**config.mk**
```make
export PLATFORM = sky130hd
export DESIGN_NAME = mem_write_buffer
export DESIGN_NICKNAME = d
export VERILOG_FILES = /design/src/rtl/mem_write_buffer.sv
export SDC_FILE = /design/constraint.sdc
export NUM_CORES = 1
export LEC_CHECK = 0
export ABC_AREA = 1
export CORE_AREA = 2 2 459 461
export CTS_BUF_LIST = sky130_fd_sc_hd__clkbuf_4 sky130_fd_sc_hd__clkbuf_8
export CTS_CLUSTER_SIZE = 10
export DETAILED_ROUTE_END_ITERATION = 6
export DIE_AREA = 0 0 461 463
export SLEW_MARGIN = 20
export SYNTH_ARGS = -nofsm -noshare
export SYNTH_HDL_FRONTEND = slang
export SYNTH_SLANG_ARGS = --single-unit
```
**constraint.sdc**
```tcl
create_clock -name clk -period 9.75 [get_ports clk]
set_input_delay 2.4375 -clock clk [delete_from_list [all_inputs] [get_ports clk]]
set_output_delay 2.4375 -clock clk [all_outputs]
set_load 0.005 [all_outputs]
```
**src/rtl/mem_write_buffer.sv**
```systemverilog
// mem_write_buffer: posted write-through buffer in front of main memory.
// Writes are acked into a FIFO and drained in order; reads wait for drain.
module mem_write_buffer #(
  parameter int DEPTH   = 4,
  parameter int ADDR_W  = 32,
  parameter int WORD_W  = 32,
  parameter int BLOCK_W = 512
) (
  input  logic                   clk,
  input  logic                   rst,
  input  logic [ADDR_W-1:0]      cc_addr,
  input  logic [WORD_W-1:0]      cc_wdata,
  input  logic                   cc_read_req,
  input  logic                   cc_write_req,
  output logic [BLOCK_W-1:0]     cc_rdata,
  output logic                   cc_ready,
  output logic [ADDR_W-1:0]      mem_addr,
  output logic [WORD_W-1:0]      mem_wdata,
  output logic                   mem_read_req,
  output logic                   mem_write_req,
  input  logic [BLOCK_W-1:0]     mem_rdata,
  input  logic                   mem_ready,
  output logic [$clog2(DEPTH):0] wb_count,
  output logic                   wb_full,
  output logic                   wb_empty
);

  localparam int PTR_W = $clog2(DEPTH);
  localparam int CNT_W = PTR_W + 1;

  typedef enum logic [1:0] {
    U_IDLE,
    U_ACK,
    U_RD_WAIT_EMPTY,
    U_RD_WAIT
  } u_state_e;

  typedef enum logic [1:0] {
    D_IDLE,
    D_WR_WAIT,
    D_RD_WAIT
  } d_state_e;

  u_state_e u_state_q, u_state_d;
  d_state_e d_state_q, d_state_d;

  logic [ADDR_W-1:0] fifo_addr_q [DEPTH];
  logic [WORD_W-1:0] fifo_data_q [DEPTH];

  logic [PTR_W-1:0] wr_ptr_q, wr_ptr_d;
  logic [PTR_W-1:0] rd_ptr_q, rd_ptr_d;
  logic [CNT_W-1:0] count_q, count_d;

  logic [ADDR_W-1:0]  rd_addr_q, rd_addr_d;
  logic [BLOCK_W-1:0] cc_rdata_q, cc_rdata_d;
  logic               cc_ready_q, cc_ready_d;
  logic [ADDR_W-1:0]  mem_addr_q, mem_addr_d;
  logic [WORD_W-1:0]  mem_wdata_q, mem_wdata_d;
  logic               mem_rd_q, mem_rd_d;
  logic               mem_wr_q, mem_wr_d;

  logic push;
  logic pop;
  logic full;
  logic empty;
  logic rd_go;

  assign full  = (count_q == CNT_W'(DEPTH));
  assign empty = (count_q == '0);

  // A read may only leave once every queued write has drained.
  assign rd_go = (u_state_q == U_RD_WAIT_EMPTY) &&
                 empty && (d_state_q == D_IDLE);

  // Upstream FSM: accept writes, hold reads until the FIFO is empty.
  always_comb begin
    u_state_d  = u_state_q;
    cc_ready_d = 1'b0;
    cc_rdata_d = cc_rdata_q;
    rd_addr_d  = rd_addr_q;
    push       = 1'b0;
    unique case (u_state_q)
      U_IDLE: begin
        if (cc_write_req) begin
          if (!full) begin
            push       = 1'b1;
            cc_ready_d = 1'b1;
            u_state_d  = U_ACK;
          end
        end else if (cc_read_req) begin
          rd_addr_d = cc_addr;
          u_state_d = U_RD_WAIT_EMPTY;
        end
      end
      U_ACK: begin
        u_state_d = U_IDLE;
      end
      U_RD_WAIT_EMPTY: begin
        if (rd_go) begin
          u_state_d = U_RD_WAIT;
        end
      end
      U_RD_WAIT: begin
        if (mem_ready && (d_state_q == D_RD_WAIT)) begin
          cc_rdata_d = mem_rdata;
          cc_ready_d = 1'b1;
          u_state_d  = U_ACK;
        end
      end
      default: begin
        u_state_d = U_IDLE;
      end
    endcase
  end

  // Downstream FSM: one memory transaction at a time, writes first.
  always_comb begin
    d_state_d   = d_state_q;
    mem_addr_d  = mem_addr_q;
    mem_wdata_d = mem_wdata_q;
    mem_wr_d    = 1'b0;
    mem_rd_d    = 1'b0;
    pop         = 1'b0;
    unique case (d_state_q)
      D_IDLE: begin
        if (!empty) begin
          mem_addr_d  = fifo_addr_q[rd_ptr_q];
          mem_wdata_d = fifo_data_q[rd_ptr_q];
          mem_wr_d    = 1'b1;
          d_state_d   = D_WR_WAIT;
        end else if (rd_go) begin
          mem_addr_d = rd_addr_q;
          mem_rd_d   = 1'b1;
          d_state_d  = D_RD_WAIT;
        end
      end
      D_WR_WAIT: begin
        if (mem_ready) begin
          pop       = 1'b1;
          d_state_d = D_IDLE;
        end
      end
      D_RD_WAIT: begin
        if (mem_ready) begin
          d_state_d = D_IDLE;
        end
      end
      default: begin
        d_state_d = D_IDLE;
      end
    endcase
  end

  // FIFO pointer and occupancy update; pointers wrap naturally.
  always_comb begin
    wr_ptr_d = wr_ptr_q;
    rd_ptr_d = rd_ptr_q;
    if (push) begin
      wr_ptr_d = wr_ptr_q + PTR_W'(1);
    end
    if (pop) begin
      rd_ptr_d = rd_ptr_q + PTR_W'(1);
    end
    count_d = count_q + CNT_W'(push) - CNT_W'(pop);
  end

  // FIFO storage; contents are don't-care while unoccupied.
  always_ff @(posedge clk) begin
    if (push) begin
      fifo_addr_q[wr_ptr_q] <= cc_addr;
      fifo_data_q[wr_ptr_q] <= cc_wdata;
    end
  end

  // State and output registers with synchronous reset.
  always_ff @(posedge clk) begin
    if (rst) begin
      u_state_q   <= U_IDLE;
      d_state_q   <= D_IDLE;
      wr_ptr_q    <= '0;
      rd_ptr_q    <= '0;
      count_q     <= '0;
      rd_addr_q   <= '0;
      cc_rdata_q  <= '0;
      cc_ready_q  <= 1'b0;
      mem_addr_q  <= '0;
      mem_wdata_q <= '0;
      mem_rd_q    <= 1'b0;
      mem_wr_q    <= 1'b0;
    end else begin
      u_state_q   <= u_state_d;
      d_state_q   <= d_state_d;
      wr_ptr_q    <= wr_ptr_d;
      rd_ptr_q    <= rd_ptr_d;
      count_q     <= count_d;
      rd_addr_q   <= rd_addr_d;
      cc_rdata_q  <= cc_rdata_d;
      cc_ready_q  <= cc_ready_d;
      mem_addr_q  <= mem_addr_d;
      mem_wdata_q <= mem_wdata_d;
      mem_rd_q    <= mem_rd_d;
      mem_wr_q    <= mem_wr_d;
    end
  end

  assign cc_rdata      = cc_rdata_q;
  assign cc_ready      = cc_ready_q;
  assign mem_addr      = mem_addr_q;
  assign mem_wdata     = mem_wdata_q;
  assign mem_read_req  = mem_rd_q;
  assign mem_write_req = mem_wr_q;
  assign wb_count      = count_q;
  assign wb_full       = full;
  assign wb_empty      = empty;

endmodule

```
==> impl_metrics.ini, run 1 <==
[status]
status = complete, no violations

[clocking]
cts_max_path_buffers = 3
post_cts_hold_buffer_count = 0
buffer_count_from_post_cts_setup_fixing = 0
htree_num_levels = 4
cts_resized = 0
cts_made_buffers = 160
cts_num_sinks = 880
clk-insertion-delay-late_ps = 920
cts_tree = yes
clkTransAtPathRegs_ps = 50
cts-root-buf = sky130_fd_sc_hd__clkbuf_8

[detailed_routing]
drt_drc_violations_left = 0
avgViaCountPerCell = 3.90
routed-via-count = 29700
ant_nets = 0
first_pass_iters = 7
drc_violation_total_after_the_first_tritonroute_iteration = 2153
totalWireLength_mm = 174
routedWlPerCell_um = 22.9

[layout]
filler_cell_count = 22700
area_growth_syn_to_layout_pct = 55.9
post_route_cells_drive_above_1_share_pct = 6.61
final_nets = 5240

[global_route]
grt_util_all_layers_pct = 15.6
antenna_violations_before_repair = 135
via_count_of_the_first_global_routing_pass = 28000
grt_pass1_wl_mm = 231
grt_start_max_net_pins = 248
globalRouteOverflowTotal = 0

[setup_path]
worstSetupPathType = flop to output pin
worstPathRequired_ps = 7310
end_kind = output pin
critPathLaunchType = flop
critical_path_peak_fanout = 67
arrival_worst_endpoint_ps = 2840

[synthesis]
synth.ff_latch_count = 880
yosys_warnings = 0
avgSynthCellArea_um2 = 8.97
seq_area_frac_synth_pct = 63.6
synth.distinct_cells = 27
syn_inst = 3540
synth.net_count = 4134
syn-cell-area_um2 = 31700

[flow_run]
max_cap_violations = 0

[timing]
final.min_clock_period_ps = 5280
final.period_utilization_pct = 54.2
finalSetupTns_ps = 0
unrepaired_setup_endpoints_after_global_routing = false
fmax_mhz = 189
setup_viol = 0
finalHoldViolations = 0
finalMaxSlewViolations = 0
timing.slew.headroom_pct = 27.1
fin_skew_ps = 42.9
fin_worst_hold_slack_ps = 445
tightestPinTransition_ps = 1090

[floorplan]
die_area_um2 = 213000
die_w_um = 461
initial_utilization_pct = 15.2
rows = 168
ports_placed_on_the_boundary = 1165
die_span_in_y_um = 463
core_um2 = 209000

[placement]
numPortBuffers = 1164
place_hpwl_mm = 134
global_placement_routability_congestion = 0.905

[power_and_ir_drop]
power.leakage_nw = 16.3
vdd_drop_max_uv = 145
p_per_area_nw_per_um2 = 194

[min_path]
min-delay-path-class = flop to flop
==> worst paths after layout <==
path / from / end / slack, ps / cells past startpoint
worst max-delay path: wb_count[1]$_SDFF_PP0_ / wb_empty / 4470 / 5
worst min-delay path: rd_addr_q[1]$_SDFFE_PP0P_ / rd_addr_q[1]$_SDFFE_PP0P_ / 440 / 2
worst max register to register: u_state_q[1]$_SDFFE_PP0P_ / cc_rdata[376]$_SDFFE_PP0P_ / 6010 / 7
worst min register to register: rd_addr_q[1]$_SDFFE_PP0P_ / rd_addr_q[1]$_SDFFE_PP0P_ / 440 / 2
==> sequential cells by signal, indices dropped and copies added, names as in the netlist, 3 cells and up, named ones only <==
register / count
cc_rdata: 512
fifo_addr_q: 128
fifo_data_q: 128
mem_addr: 32
mem_wdata: 32
rd_addr_q: 32
wb_count: 3
==> logic make-up (layout without fill, tap and decap cells) <==
logic type | after synthesis | after routing | synth area share, %
buf+inv | 312 | 1541 | 4.82
fa+ha+maj | 13 | 13 | 0.536
compound gates | 814 | 814 | 12.8
xor+xnor | 1 | 1 | 0.0276
flops | 880 | 880 | 63.6
simple gates | 1520 | 1520 | 18.2
other cells | 0 | 32 | 0
==> cells in the final DEF, fill, tap and decap left out, types with 2 or more instances in the layout <==
cell type                         instances
sky130_fd_sc_hd__nor2_4                   5
sky130_fd_sc_hd__inv_1                   60
sky130_fd_sc_hd__o21ai_1                 21
sky130_fd_sc_hd__nand3_1                 38
sky130_fd_sc_hd__inv_6                    2
sky130_fd_sc_hd__inv_8                    5
sky130_fd_sc_hd__nand2_2                  2
sky130_fd_sc_hd__clkinvlp_4               2
sky130_fd_sc_hd__inv_12                   2
sky130_fd_sc_hd__diode_2                 32
sky130_fd_sc_hd__clkdlybuf4s50_1       1163
sky130_fd_sc_hd__buf_4                   21
sky130_fd_sc_hd__dfxtp_1                621
sky130_fd_sc_hd__o21ai_0                205
sky130_fd_sc_hd__clkinv_2                15
sky130_fd_sc_hd__dfxtp_2                  3
sky130_fd_sc_hd__clkbuf_8               194
sky130_fd_sc_hd__bufinv_16                5
sky130_fd_sc_hd__inv_2                    3
sky130_fd_sc_hd__edfxtp_1               256
sky130_fd_sc_hd__ha_1                    12
sky130_fd_sc_hd__nand2_1               1206
sky130_fd_sc_hd__buf_12                   6
sky130_fd_sc_hd__clkinv_1                16
sky130_fd_sc_hd__a21oi_1                586
sky130_fd_sc_hd__nor2_1                 264
sky130_fd_sc_hd__clkbuf_4                42
==> layout make-up <==
type                            count  area (µm²)  area share (%)
Sequential cell                   880       20200            40.8
Timing Repair Buffer             1192       12000            24.2
Multi-Input combinational cell   2348       10100            20.4
Tap cell                         2805        3510            7.09
Clock buffer                      236        2990            6.03
Clock inverter                     49         432           0.872
Inverter                           64         256           0.518
Antenna cell                       32        80.1           0.162
==> cells in the mapped netlist <==
library cell               instances  area share, %
sky130_fd_sc_hd__a211oi_1          1          0.024
sky130_fd_sc_hd__a21oi_1         586            9.2
sky130_fd_sc_hd__buf_1             4          0.047
sky130_fd_sc_hd__buf_2            86            1.4
sky130_fd_sc_hd__buf_4            55            1.3
sky130_fd_sc_hd__buf_6             5           0.18
sky130_fd_sc_hd__clkbuf_1         94            1.1
sky130_fd_sc_hd__clkbuf_2          4          0.063
sky130_fd_sc_hd__dfxtp_1         624             39
sky130_fd_sc_hd__edfxtp_1        256             24
sky130_fd_sc_hd__fa_1              1          0.063
sky130_fd_sc_hd__ha_1             12           0.47
sky130_fd_sc_hd__inv_1            61           0.72
sky130_fd_sc_hd__inv_2             2          0.024
sky130_fd_sc_hd__inv_4             1          0.020
sky130_fd_sc_hd__nand2_1        1206             14
sky130_fd_sc_hd__nand2_2           2          0.039
sky130_fd_sc_hd__nand2_4           1          0.035
sky130_fd_sc_hd__nand3_1          40           0.63
sky130_fd_sc_hd__nand4_1           1          0.020
sky130_fd_sc_hd__nor2_1          268            3.2
sky130_fd_sc_hd__nor2_4            1          0.035
sky130_fd_sc_hd__nor3_1            1          0.016
sky130_fd_sc_hd__o21ai_0         205            3.2
sky130_fd_sc_hd__o21ai_1          21           0.33
sky130_fd_sc_hd__o21bai_1          1          0.024
sky130_fd_sc_hd__xnor2_1           1          0.028
==> worst max-delay path: stages, from the launching register on <==
cell	delay [ps]
sky130_fd_sc_hd__dfxtp_1	440
sky130_fd_sc_hd__nor2_4	70
sky130_fd_sc_hd__nand2_2	50
sky130_fd_sc_hd__buf_4	650
sky130_fd_sc_hd__inv_1	180
sky130_fd_sc_hd__clkdlybuf4s50_1	560
==> power breakdown <==
| part | internal, W | switching, W | total [W] |
|---|---|---|---|
| logic | 0.000668 | 0.000995 | 0.00166 |
| registers | 0.00407 | 0.000103 | 0.00417 |
| clock network | 0.00210 | 0.00168 | 0.00378 |
==> per-layer routing <==
metal	routed length, µm	GRT usage, %	up-vias
met2	86000	27.1	1203
met5	244	0	-
met1	66000	17.0	14100
met4	6710	6.31	42
li1	-	-	13900
met3	15400	5.89	360
==> through the flow <==
step / total power (W) / cells / utilization [%] / setup WS [ps] / instance area (µm²)
2_1_floorplan: 0.00507 / 3540 / - / 3840 / 31700
3_3_place_gp: 0.00590 / 7288 / 22.0 / 4160 / 46000
3_5_place_dp: 0.00593 / 7288 / 22.0 / 4090 / 46000
4_1_cts: 0.00979 / 7573 / 23.7 / 4260 / 49400
5_1_grt: 0.0101 / 7597 / 23.7 / 4230 / 49500
6_report: 0.00962 / 7606 / 23.7 / 4470 / 49500
No activity file was read; power rests on OpenSTA's default activity.
==> inputs of run 2 (changes only) <==
CORE_AREA = 2 2 451 453   (was 2 2 459 461)
DIE_AREA = 0 0 453 455   (was 0 0 461 463)
clock period = 5.1 ns   (was 9.75 ns; I/O delays follow)
==> run 2 against run 1 <==
Global-route usage decreased by 0.29 points; non-clock buffer count increased by 11; clock power increased by 100%; final cell count decreased by 1.5%; first-iteration DRC count increased by 2.1%; final area increased by 0.49%; sequential cell count unchanged; routed wire length decreased by 4.2%; sequential power increased by 91%; worst setup slack got worse by 3600 ps; combinational power increased by 95%; sequential share of layout area decreased by 0.20 points.
==> impl_metrics.ini, run 2 (synthesized netlist as in run 1, its figures left out) <==
[clocking]
cts_tree = yes
cts-root-buf = sky130_fd_sc_hd__clkbuf_8
cts_max_path_buffers = 3
cts_made_buffers = 169
post_cts_hold_buffer_count = 0
htree_num_levels = 4
clkTransAtPathRegs_ps = 60
cts_resized = 0
clk-insertion-delay-late_ps = 930
buffer_count_from_post_cts_setup_fixing = 0
cts_num_sinks = 880

[min_path]
hold_path.startpoint = rd_addr_q[30]$_SDFFE_PP0P_
min-delay-path-class = flop to flop

[setup_path]
critPathLaunchType = flop
worstSetupPathType = flop to output pin
end_kind = output pin
r2r-start = rd_ptr_q[0]$_SDFFE_PP0P_
critical_path_peak_fanout = 66
worstPathRequired_ps = 3830
critical_path_launch_point = wb_count[0]$_SDFF_PP0_
arrival_worst_endpoint_ps = 2980

[timing]
tightestPinTransition_ps = 1140
finalHoldViolations = 0
unrepaired_setup_endpoints_after_global_routing = false
final.period_utilization_pct = 83.4
setup_ws_ps = 847
fin_skew_ps = 73.3
fin_worst_hold_slack_ps = 449
timing.slew.headroom_pct = 24.3
fmax_mhz = 235
finalSetupTns_ps = 0
finalMaxSlewViolations = 0
setup_viol = 0
final.min_clock_period_ps = 4250

[placement]
place_worst_setup_slack_ps = 1400
numPlacedInstances = 7167
global_placement_routability_congestion = 0.933
numPortBuffers = 1164
place_hpwl_mm = 125

[detailed_routing]
drt_drc_violations_left = 0
routedWlPerCell_um = 22.3
routed-via-count = 29100
ant_nets = 0
first_pass_iters = 5
totalWireLength_mm = 167
drc_violation_total_after_the_first_tritonroute_iteration = 2199
avgViaCountPerCell = 3.88

[power_and_ir_drop]
total_power_w = 0.0189
power.leakage_nw = 16.6
vdd_drop_max_uv = 329
p_per_area_nw_per_um2 = 380

[floorplan]
ports_placed_on_the_boundary = 1165
core_um2 = 201000
die_w_um = 453
die_area_um2 = 206000
initial_utilization_pct = 15.8
rows = 165
die_span_in_y_um = 455

[layout]
area_growth_syn_to_layout_pct = 56.7
final-instance-count-excl-fill = 7494
final_nets = 5260
post_route_cells_drive_above_1_share_pct = 7.33
commonest_cells_after_routing_fill_and_taps_aside = sky130_fd_sc_hd__nand2_1, sky130_fd_sc_hd__clkdlybuf4s50_1, sky130_fd_sc_hd__dfxtp_1
largest_register_ffs = 512
final_common_cell = sky130_fd_sc_hd__nand2_1

[status]
status = complete, no violations

[global_route]
globalRouteOverflowTotal = 0
grt_start_max_net_pins = 173
via_count_of_the_first_global_routing_pass = 27900
grt_pass1_wl_mm = 223
antenna_violations_before_repair = 74
grt_util_all_layers_pct = 15.3

[flow_run]
max_cap_violations = 0
## run 2: path summary, 6_finish.rpt
check                                to  slack [ps]  cells after the start
max                            wb_empty         850                      5
min reg2reg  rd_addr_q[30]$_SDFFE_PP0P_         450                      2
max reg2reg  mem_wdata[24]$_SDFFE_PP0P_        2230                      6
min          rd_addr_q[30]$_SDFFE_PP0P_         450                      2
## run 2: layer usage
layer  part of all wire (%)  up-vias  wire, µm  global-route usage (%)
met5                  0.053        -        88                       0
met4                    3.8       12      6350                    6.24
met1                     38    13900     63600                    17.0
li1                       -    13900         -                       -
met2                     52      991     87100                    27.6
met3                    6.0      320      9960                    3.98
## run 2: critical path, stage by stage (launching register included)
cell                              delay, ps
sky130_fd_sc_hd__dfxtp_1                480
sky130_fd_sc_hd__nor2_4                  60
sky130_fd_sc_hd__nand2_2                 90
sky130_fd_sc_hd__buf_4                  640
sky130_fd_sc_hd__inv_1                  250
sky130_fd_sc_hd__clkdlybuf4s50_1        510
## run 2: final cells by class
type                    count  area [µm²]
flip-flops and latches    880       20200
fillers                 21700      152000
clock inverters            58         592
well taps                2672        3340
inverters                  64         259
clock buffers             246        3100
multi-input cells        2348       10100
repair buffers           1203       12100
diodes                     23        57.6
## run 2: power breakdown
part / switching (W) / internal, W / total, W
clock network: 0.00337 / 0.00431 / 0.00768
registers: 0.000195 / 0.00778 / 0.00797
logic: 0.00194 / 0.00129 / 0.00323
## run 2: through the flow
| stage | utilization [%] | instance area, µm² |
|---|---|---|
| floorplan | - | 31700 |
| global placement | 22.8 | 46000 |
| detailed placement | 22.8 | 46000 |
| CTS | 24.7 | 49700 |
| global route | 24.7 | 49700 |
| finish | 24.7 | 49700 |
